### src/rtl/ttt_pkg.sv
// Shared definitions for the tic-tac-toe auto opponent: cell/result codes,
// FSM state constants, the winning-line table, preference order and ack timeout.
package ttt_pkg;

  typedef enum logic [1:0] {
    CELL_EMPTY   = 2'b00,
    CELL_PLAYER  = 2'b01,
    CELL_COMP    = 2'b10,
    CELL_BLOCKED = 2'b11
  } cell_t;

  typedef enum logic [1:0] {
    WHO_IN_PROGRESS = 2'b00,
    WHO_PLAYER_WON  = 2'b01,
    WHO_COMP_WON    = 2'b10,
    WHO_DRAW        = 2'b11
  } who_t;

  typedef logic [2:0] state_t;

  localparam state_t ST_IDLE     = 3'd0;
  localparam state_t ST_SCAN_WIN = 3'd1;
  localparam state_t ST_SCAN_BLK = 3'd2;
  localparam state_t ST_PREF     = 3'd3;
  localparam state_t ST_ISSUE    = 3'd4;
  localparam state_t ST_WAIT_ACK = 3'd5;

  localparam int NUM_LINES   = 8;
  localparam int ACK_TIMEOUT = 16;

  // LINE_TABLE[k][j] is cell j of line k; entries are listed from line 7 down to line 0,
  // and within a line from cell 2 down to cell 0.
  localparam logic [NUM_LINES-1:0][2:0][3:0] LINE_TABLE = {
    {4'd6, 4'd4, 4'd2},
    {4'd8, 4'd4, 4'd0},
    {4'd8, 4'd5, 4'd2},
    {4'd7, 4'd4, 4'd1},
    {4'd6, 4'd3, 4'd0},
    {4'd8, 4'd7, 4'd6},
    {4'd5, 4'd4, 4'd3},
    {4'd2, 4'd1, 4'd0}
  };

  // PREF_ORDER[0] is tried first: centre, corners, then edges.
  localparam logic [8:0][3:0] PREF_ORDER = {
    4'd7, 4'd5, 4'd3, 4'd1, 4'd8, 4'd6, 4'd2, 4'd0, 4'd4
  };

endpackage

### src/rtl/ttt_line_eval.sv
// Combinational evaluation of one three-cell line: hit when exactly two cells
// belong to the owner and the third is empty; empty_pos locates that empty cell.
module ttt_line_eval
  import ttt_pkg::*;
(
  input  logic [1:0] cell0,
  input  logic [1:0] cell1,
  input  logic [1:0] cell2,
  input  logic [1:0] owner,
  output logic       hit,
  output logic [1:0] empty_pos
);

  logic [2:0][1:0] cells;
  logic [2:0]      is_own;
  logic [2:0]      is_empty;

  assign cells = {cell2, cell1, cell0};

  for (genvar gi = 0; gi < 3; gi++) begin : g_cell
    assign is_own[gi]   = (cells[gi] == owner);
    assign is_empty[gi] = (cells[gi] == CELL_EMPTY);
  end

  assign hit = ($countones(is_own) == 2) && ($countones(is_empty) == 1);

  always_comb begin
    empty_pos = 2'd0;
    if (is_empty[2]) begin
      empty_pos = 2'd2;
    end else if (is_empty[1]) begin
      empty_pos = 2'd1;
    end
  end

endmodule

### src/rtl/ttt_auto_opponent.sv
// Computer opponent: snapshots the board on trigger, scans for a win, then a block
// (only when TTT_OPP_BLOCK_EN is defined), then a preferred cell, and strobes pc.
module ttt_auto_opponent
  import ttt_pkg::*;
(
  input  logic       clock,
  input  logic       reset,
  input  logic       auto_en,
  input  logic [1:0] pos1,
  input  logic [1:0] pos2,
  input  logic [1:0] pos3,
  input  logic [1:0] pos4,
  input  logic [1:0] pos5,
  input  logic [1:0] pos6,
  input  logic [1:0] pos7,
  input  logic [1:0] pos8,
  input  logic [1:0] pos9,
  input  logic [1:0] who,
  output logic       pc,
  output logic [3:0] computer_position,
  output logic       busy,
  output logic       err
);

  logic [8:0][1:0] board;
  logic [8:0]      is_player;
  logic [8:0]      is_comp;
  logic            trigger;
  logic            abort;
  logic            ack;

  state_t          state_reg, state_next;
  logic [8:0][1:0] snap_reg, snap_next;
  logic [2:0]      line_idx_reg, line_idx_next;
  logic [3:0]      tmo_cnt_reg, tmo_cnt_next;
  logic [3:0]      cpos_reg, cpos_next;
  logic            err_reg, err_next;

  logic [2:0][3:0] scan_cell_idx;
  logic [2:0][1:0] scan_cell;
  logic [1:0]      scan_owner;
  logic            scan_hit;
  logic [1:0]      scan_empty_pos;
  logic [3:0]      scan_sel;

  logic            pref_found;
  logic [3:0]      pref_cell;

  assign board = {pos9, pos8, pos7, pos6, pos5, pos4, pos3, pos2, pos1};

  for (genvar gi = 0; gi < 9; gi++) begin : g_count
    assign is_player[gi] = (board[gi] == CELL_PLAYER);
    assign is_comp[gi]   = (board[gi] == CELL_COMP);
  end

  // A move is owed only when the player has just moved (one piece ahead).
  assign trigger = auto_en && (who == WHO_IN_PROGRESS) && !err_reg &&
                   ($countones(is_player) == $countones(is_comp) + 1);
  assign abort   = (who != WHO_IN_PROGRESS);
  assign ack     = (board[cpos_reg] == CELL_COMP);

  for (genvar gi = 0; gi < 3; gi++) begin : g_scan
    assign scan_cell_idx[gi] = LINE_TABLE[line_idx_reg][gi];
    assign scan_cell[gi]     = snap_reg[scan_cell_idx[gi]];
  end

  assign scan_owner = (state_reg == ST_SCAN_BLK) ? CELL_PLAYER : CELL_COMP;

  ttt_line_eval u_line_eval (
    .cell0     (scan_cell[0]),
    .cell1     (scan_cell[1]),
    .cell2     (scan_cell[2]),
    .owner     (scan_owner),
    .hit       (scan_hit),
    .empty_pos (scan_empty_pos)
  );

  assign scan_sel = scan_cell_idx[scan_empty_pos];

  // Walk the order backwards so the earliest empty entry is the last one written.
  always_comb begin
    pref_found = 1'b0;
    pref_cell  = 4'd0;
    for (int i = 8; i >= 0; i--) begin
      if (snap_reg[PREF_ORDER[i]] == CELL_EMPTY) begin
        pref_found = 1'b1;
        pref_cell  = PREF_ORDER[i];
      end
    end
  end

  always_comb begin
    state_next    = state_reg;
    snap_next     = snap_reg;
    line_idx_next = line_idx_reg;
    tmo_cnt_next  = tmo_cnt_reg;
    cpos_next     = cpos_reg;
    err_next      = err_reg;

    case (state_reg)
      ST_IDLE: begin
        if (trigger) begin
          snap_next     = board;
          line_idx_next = 3'd0;
          state_next    = ST_SCAN_WIN;
        end
      end

      ST_SCAN_WIN, ST_SCAN_BLK: begin
        if (abort) begin
          state_next = ST_IDLE;
        end else if (scan_hit) begin
          cpos_next  = scan_sel;
          state_next = ST_ISSUE;
        end else if (line_idx_reg == 3'(NUM_LINES - 1)) begin
          line_idx_next = 3'd0;
`ifdef TTT_OPP_BLOCK_EN
          state_next = (state_reg == ST_SCAN_WIN) ? ST_SCAN_BLK : ST_PREF;
`else
          state_next = ST_PREF;
`endif
        end else begin
          line_idx_next = line_idx_reg + 3'd1;
        end
      end

      ST_PREF: begin
        if (abort || !pref_found) begin
          state_next = ST_IDLE;
        end else begin
          cpos_next  = pref_cell;
          state_next = ST_ISSUE;
        end
      end

      ST_ISSUE: begin
        if (abort) begin
          state_next = ST_IDLE;
        end else begin
          tmo_cnt_next = 4'd0;
          state_next   = ST_WAIT_ACK;
        end
      end

      ST_WAIT_ACK: begin
        if (abort || ack) begin
          state_next = ST_IDLE;
        end else if (tmo_cnt_reg == 4'(ACK_TIMEOUT - 1)) begin
          err_next   = 1'b1;
          state_next = ST_IDLE;
        end else begin
          tmo_cnt_next = tmo_cnt_reg + 4'd1;
        end
      end

      default: state_next = ST_IDLE;
    endcase
  end

  always_ff @(posedge clock or posedge reset) begin
    if (reset) begin
      state_reg    <= ST_IDLE;
      snap_reg     <= '0;
      line_idx_reg <= 3'd0;
      tmo_cnt_reg  <= 4'd0;
      cpos_reg     <= 4'd0;
      err_reg      <= 1'b0;
    end else begin
      state_reg    <= state_next;
      snap_reg     <= snap_next;
      line_idx_reg <= line_idx_next;
      tmo_cnt_reg  <= tmo_cnt_next;
      cpos_reg     <= cpos_next;
      err_reg      <= err_next;
    end
  end

  assign pc                = (state_reg == ST_ISSUE);
  assign busy              = (state_reg != ST_IDLE);
  assign err               = err_reg;
  assign computer_position = cpos_reg;

endmodule

### config.mk
export PLATFORM = sky130hd
export DESIGN_NAME = ttt_auto_opponent
export DESIGN_NICKNAME = d
export VERILOG_FILES = /design/src/rtl/ttt_pkg.sv /design/src/rtl/ttt_line_eval.sv /design/src/rtl/ttt_auto_opponent.sv
export SDC_FILE = /design/constraint.sdc
export NUM_CORES = 1
export LEC_CHECK = 0
export BUFFER_PORTS_ARGS = -buffer_cell sky130_fd_sc_hd__buf_2
export CELL_PAD_IN_SITES_DETAIL_PLACEMENT = 1
export CELL_PAD_IN_SITES_GLOBAL_PLACEMENT = 2
export CORE_MARGIN = 5
export CORE_UTILIZATION = 42
export DETAILED_ROUTE_END_ITERATION = 7
export HOLD_SLACK_MARGIN = 0.02
export PLACE_DENSITY = 0.89
export SYNTH_ARGS = -nofsm -noshare
export SYNTH_HDL_FRONTEND = slang
export SYNTH_SLANG_ARGS = --single-unit
### constraint.sdc
create_clock -name clock -period 12 [get_ports clock]
set_input_delay 0.6 -clock clock [delete_from_list [all_inputs] [get_ports clock]]
set_output_delay 0.6 -clock clock [all_outputs]
set_load 0.05 [all_outputs]
## Word-level counts from Yosys, hierarchy flattened

Memory sizes are Yosys's and may differ from the RTL's.
Index checks and enable logic that the tools add are counted.

- Register bits after elaboration: 33
- Memories: 1
- ROM bits: 96
- Word-level logic and storage cells: 175

- Add/sub/neg operators: 23
- Multiplexer cells: 54
- Bitwise operators: 1
- Eq/ne operators: 42
- Order comparisons: 6
- Reduce and logical (&&, ||, !) cells: 34

Memory list:

| memory | words | width | rd ports | clocked after Yosys merged registers in | wr ports | line | RTL |
|---|---|---|---|---|---|---|---|
| (name not given) | 8 | 12 | 1 | 0 | 0 | ttt_auto_opponent.sv:63 | `assign scan_cell_idx[gi] = LINE_TABLE[line_idx_reg][gi];` |

Operators with widths:

| operator | number |
|---|---|
| $add 32x1->32 | 2 |
| $mux 4 | 15 |
| $mux 3 | 13 |
| $bmux 2 s4 | 4 |
| $eq 32x2->1 const B | 1 |
| $eq 32x3->1 const B | 1 |
| $logic_not 2->1 | 13 |
| $add 1x1->2 | 10 |
| $eq 2x2->1 const B | 10 |
| $lt 4x5->1 const B | 4 |
| $eq 2x1->1 const B | 9 |
| $ne 2x2->1 const B | 8 |
| $pmux 4 s2 | 2 |
| $pmux 3 s5 | 1 |
| $add 2x2->3 | 4 |
| $mux 12 | 1 |
| $mux 2 | 6 |
| $reduce_and 4->1 | 3 |
| $add 4x1->5 | 2 |
| $mux 1 | 10 |
| $eq 3x3->1 const B | 3 |
| $add 3x3->4 | 2 |
| $bmux 4 s2 | 1 |
| $reduce_bool 2->1 | 4 |
| other kinds (22) | 31 |

## Logic depth before layout (Yosys ltp)

- Depth after elaboration: 14
- Gate-level depth with buffers: 19

## Modules after synthesis

From an unflattened synthesis, not the netlist that was laid out.

- Cell total of the unflattened synthesis: 304
- Area, all modules: 3021.6 µm²

By module, submodules not included:

| module | sequential area each (µm²) | cells an instance | area an instance (µm²) | instances |
|---|---|---|---|---|
| ttt_auto_opponent | 825.8 | 287 | 2892.8 | 1 |
| ttt_line_eval | 0.0 | 17 | 128.9 | 1 |

## Worst setup path after synthesis

No wires, ideal clock.

- Kind: input-to-reg
- Start: in pos1[1]
- End: reg snap_reg[11] (netlist name)
- Library setup time: 0.127 ns
- Arrival: 4.548 ns
- Cell stages on the path: 14
- Path slack: 7.325 ns
- Cell sequence: nand2b_1 fa_1 inv_1 fa_1 fa_1 fa_1 fa_1 xnor2_1 nor4_1 nand4_1 or2_1 buf_2 buf_6 mux2_1

- Word-level cells in the longest chain between the ends: 9

RTL lines:

| element | line | RTL |
|---|---|---|
| start: declaration | ttt_auto_opponent.sv:9 | `input logic [1:0] pos1,` |
| $eq 2x2->1 | ttt_auto_opponent.sv:53 | `assign is_comp[gi] = (board[gi] == CELL_COMP);` |
| $add 1x1->2 (not written as such) | ttt_auto_opponent.sv:58 | `($countones(is_player) == $countones(is_comp) + 1);` |
| $add 2x2->3 (not written as such) | ttt_auto_opponent.sv:58 |  |
| $add 3x3->4 (not written as such) | ttt_auto_opponent.sv:58 |  |
| $add 4x1->5 (not written as such) | ttt_auto_opponent.sv:58 |  |
| $add 5x1->6 | ttt_auto_opponent.sv:58 |  |
| $eq 5x6->1 (*) | ttt_auto_opponent.sv:58 |  |
| $logic_and 1x1->1 (*) | ttt_auto_opponent.sv:57 | `assign trigger = auto_en && (who == WHO_IN_PROGRESS) && !err_reg &&` |
| $reduce_and 2->1 (no line) (*) | n/a |  |
| end signal: assignment | ttt_auto_opponent.sv:170 | `snap_reg <= snap_next;` |
| end: declaration | ttt_auto_opponent.sv:33 | `logic [8:0][1:0] snap_reg, snap_next;` |

Every way passes the cells marked *; elsewhere a longest branch is shown, timed or not.
A chain may end at the register's enable or synchronous reset.

## Final worst setup path

- Start: reg line_idx_reg[0]
- End: reg cpos_reg[1], in the netlist computer_position[1]

- Word-level cells in the longest chain between the ends: 12

RTL lines:

| element | line | RTL |
|---|---|---|
| start: declaration | ttt_auto_opponent.sv:34 | `logic [2:0] line_idx_reg, line_idx_next;` |
| start signal: assignment | ttt_auto_opponent.sv:171 | `line_idx_reg <= line_idx_next;` |
| $mem_v2 8x12 (*) | n/a |  |
| $mux 12 (not written as such) (*) | ttt_auto_opponent.sv:63 |  |
| parallel branches: the longest is 10 deep, another holds $add 32x1->32 | n/a |  |
| end signal: assignment | ttt_auto_opponent.sv:173 | `cpos_reg <= cpos_next;` |
| end: declaration | ttt_auto_opponent.sv:36 | `logic [3:0] cpos_reg, cpos_next;` |

Every way passes the cells marked *. The select of a mux whose other input is x is not followed.

==> summary.txt <==
Floorplanning
  • Die area: 9380 um2
  • I/O pin count: 30
  • Initial core utilization: 0.435
  • Die H: 96.9 um
  • FP Rows: 31
  • Core area: 7290 um2
  • Die width: 96.9 um

Clocking
  • H-tree levels: 2
  • Post-CTS sizing: 0
  • Root buffer cell: clkbuf_8
  • Clock buffer depth: 2
  • Post-CTS setup buffers: 0
  • Sinks on Clock Net: 33
  • Clock latency on the worst-skew pair: 0.29 ns
  • Num CTS Buffers: 5
  • CTS tree: done
  • Hold Buf Count CTS: 0
  • Clock transition at path regs: 0.08 ns

Timing
  • Slew Limit Fails: 0
  • Slew @ Worst Pin: 0.981 ns
  • Post-layout minimum cycle time: 5.81 ns
  • TNS Setup: 0 ns
  • RSZ-0062 raised after global routing: no
  • Final Skew: 0.00989 ns
  • Final Setup Violations: 0
  • Final Cycle Share: 0.484
  • Hold WS: 0.398 ns
  • Fmax: 172 MHz
  • Worst slew margin relative to its limit: 0.346
  • Fin. Hold Viols: 0

Power
  • Flop pwr share: 0.262
  • Switch Pwr: 448 uW
  • Sw frac: 0.512
  • Comb pwr share: 0.640
  • Worst vdd ir: 0.0000909 V
  • P_leak: 1.56 nW
  • Int Pwr: 427 uW
  • Power density cells: 253 nW/um2
  • Clock group share of total power: 0.098

Setup path
  • Crit-path leading delay family: simple AND/OR/NAND/NOR gates
  • Crit-path max FO: 20
  • WS Path Type: register to register
  • Critical Path AT: 5.99 ns
  • CP required: 12.18 ns
  • Critical path buffers and inverters: 1
  • Cell repeated most along the worst path: ha_1
  • CP max-delay cell: a21oi_1
  • Largest stage delay, worst path: 0.80 ns
  • Worst path cell trace: inv_1, ha_1, nor2b_1, a21oi_1, mux2i_1, mux4_2, nand2b_1, o22ai_1, ha_1, ha_1, ha_1, nor4_1, nand3_1, nor2_1, nor2_1, mux2_1, o31a_1
  • Setup crit start kind: register
  • Critical path endpoint category: register

GRT
  • Vias in the first global route: 2797
  • Largest net degree at the start of global routing: 34
  • Total global-route track usage: 0.191
  • First-pass GRT wire length: 14800 um
  • Initial antenna violation count: 0
  • Grt ovf: 0

Synthesis
  • Yosys cell types: 59
  • Post-synthesis sequential area ratio: 0.261
  • Post-synth ARST share: 1.00
  • Cells after Synth: 323
  • Adder-Cell Fraction of Synth Area: 0.147
  • Mux contribution to synthesized area: 0.187
  • Number of synthesized flops with an enable pin: 0
  • Post-Syn Nets: 376
  • #FFs+latches synth: 33
  • Largest family of logic cells by synthesized area: multiplexers
  • Mapped cell area: 3170 um2
  • Area fraction in compound gates after synthesis: 0.158
  • Post-synthesis xor/xnor area fraction: 0.0166
  • Avg Cell Area, Syn: 9.81 um2
  • Synth Area in Simple Gates: 0.187
  • Yosys warning total: 0
  • Synth Flop Type: dfrtp_1

Drt
  • DR WL/cell: 19.8 um
  • Metal2 WL: 4430 um
  • Highest metal used: met4
  • DRT Wirelength: 8880 um
  • Antenna Violating Nets Remaining: 0
  • DRC: 0
  • Vias per inst: 5.90
  • Post-Route M1 WL: 4030 um
  • Initial DRC count: 103
  • First-pass detailed-route iteration total: 4
  • Vias: 2648
  • Routed met3 length: 381 um

Placed design
  • Gpl congestion: 0.877
  • Hpwl dp: 7060 um
  • I/O Buffers: 29

Worst hold path
  • Worst hold-check path type: primary input to async pin

Run
  • Number of max-cap violations: 0

Cells and area
  • Antenna Cells: 0
  • Fillers: 870
  • Largest register FFs: 18
  • Final #Nets: 402
  • Area grow syn2layout: 9.24%
  • Share of layout cells above drive strength 1: 0.171

Outcome
  • Outcome: completed
-- power by group through the flow --
stage	logic [mW]	clock network, mW	registers, mW
after floorplan	0.449	0	0.196
after global placement	0.538	0	0.224
after detailed placement	0.561	0	0.229
after CTS	0.563	0.0873	0.227
after global routing	0.618	0.0922	0.236
final	0.560	0.0856	0.229
-- path summary, 6_finish.rpt --
path	start	end	slack, ns	cells after the start
min in group clock	err	err	0.51	1
max reg2reg	line_idx_reg[0]	computer_position[1]	6.19	17
min reg2reg	err	err	0.51	1
max	line_idx_reg[0]	computer_position[1]	6.19	17
max in group asynchronous	reset	snap_reg[10]	11.29	3
min	reset	computer_position[3]	0.40	3
-- layout make-up --
cell class | instances | area, um2 | area share
Clock inverter | 3 | 17.5 | 0.00506
Inverter | 17 | 63.8 | 0.0184
Clock buffer | 5 | 68.8 | 0.0199
Sequential cell | 33 | 826 | 0.239
Tap cell | 99 | 124 | 0.0358
Multi-Input combinational cell | 261 | 2200 | 0.636
Timing Repair Buffer | 31 | 160 | 0.0463
-- routing by layer --
metal / vias up / track usage
li1: 1234 / -
met1: 1352 / 0.264
met2: 58 / 0.324
met3: 4 / 0.0273
met4: 0 / 0.0259
met5: - / 0
-- synthesized netlist by cell type, drive strengths merged (4+ instances only) --
cell type,count,share of area
xnor2,5,0.014
inv,17,0.020
fa,12,0.076
nand2,17,0.022
mux2,25,0.089
or3,4,0.0079
ha,18,0.071
mux2i,15,0.047
nor3b,4,0.0095
nand3,7,0.011
o21ai,16,0.026
or2,7,0.014
nor3,4,0.0063
mux4,7,0.051
nand2b,17,0.034
a21oi,11,0.017
o22ai,6,0.012
dfrtp,33,0.26
nor2b,13,0.026
nand3b,4,0.0095
o211ai,4,0.0095
buf,12,0.024
nor2,21,0.025
-- worst register-to-register path, stage by stage (launching register included) --
cell      delay, ns
dfrtp_1        0.54
inv_1          0.17
ha_1           0.58
nor2b_1        0.28
a21oi_1        0.80
mux2i_1        0.17
mux4_2         0.52
nand2b_1       0.16
o22ai_1        0.24
ha_1           0.28
ha_1           0.18
ha_1           0.17
nor4_1         0.27
nand3_1        0.21
nor2_1         0.46
nor2_1         0.20
mux2_1         0.35
o31a_1         0.10
-- through the flow --
stage	instance area, um2	setup WS [ns]	util	power, mW	instances
final	3460	6.19	0.475	0.875	449
after global routing	3460	5.74	0.475	0.946	449
after CTS	3460	6.19	0.475	0.878	449
after detailed placement	3380	6.26	0.463	0.789	441
after global placement	3380	6.49	0.463	0.762	441
after floorplan	3170	7.32	-	0.644	323
-- kinds of logic after synthesis --
kind of cell | Yosys count
AND/OR/NAND/NOR | 108
multiplexers | 47
adder cells (fa/ha/maj) | 30
XOR/XNOR | 6
AO/OA/AOI/OAI | 70
flip-flops | 33
buffers and inverters | 29
-- layout by cell type, fill, tap and decap left out, types with 6 or more instances in the layout --
master     n
nand2_1   15
mux2i_1   15
nand2b_1  17
nor2_1    21
mux2_1    20
ha_1      18
mux4_2     6
dfrtp_1   33
buf_2     29
nand3_1    7
nor2b_1   13
a21oi_1   11
fa_1      12
inv_1     16
o21ai_0   12
o22ai_1    6
No activity file was read; power rests on OpenSTA's default activity.
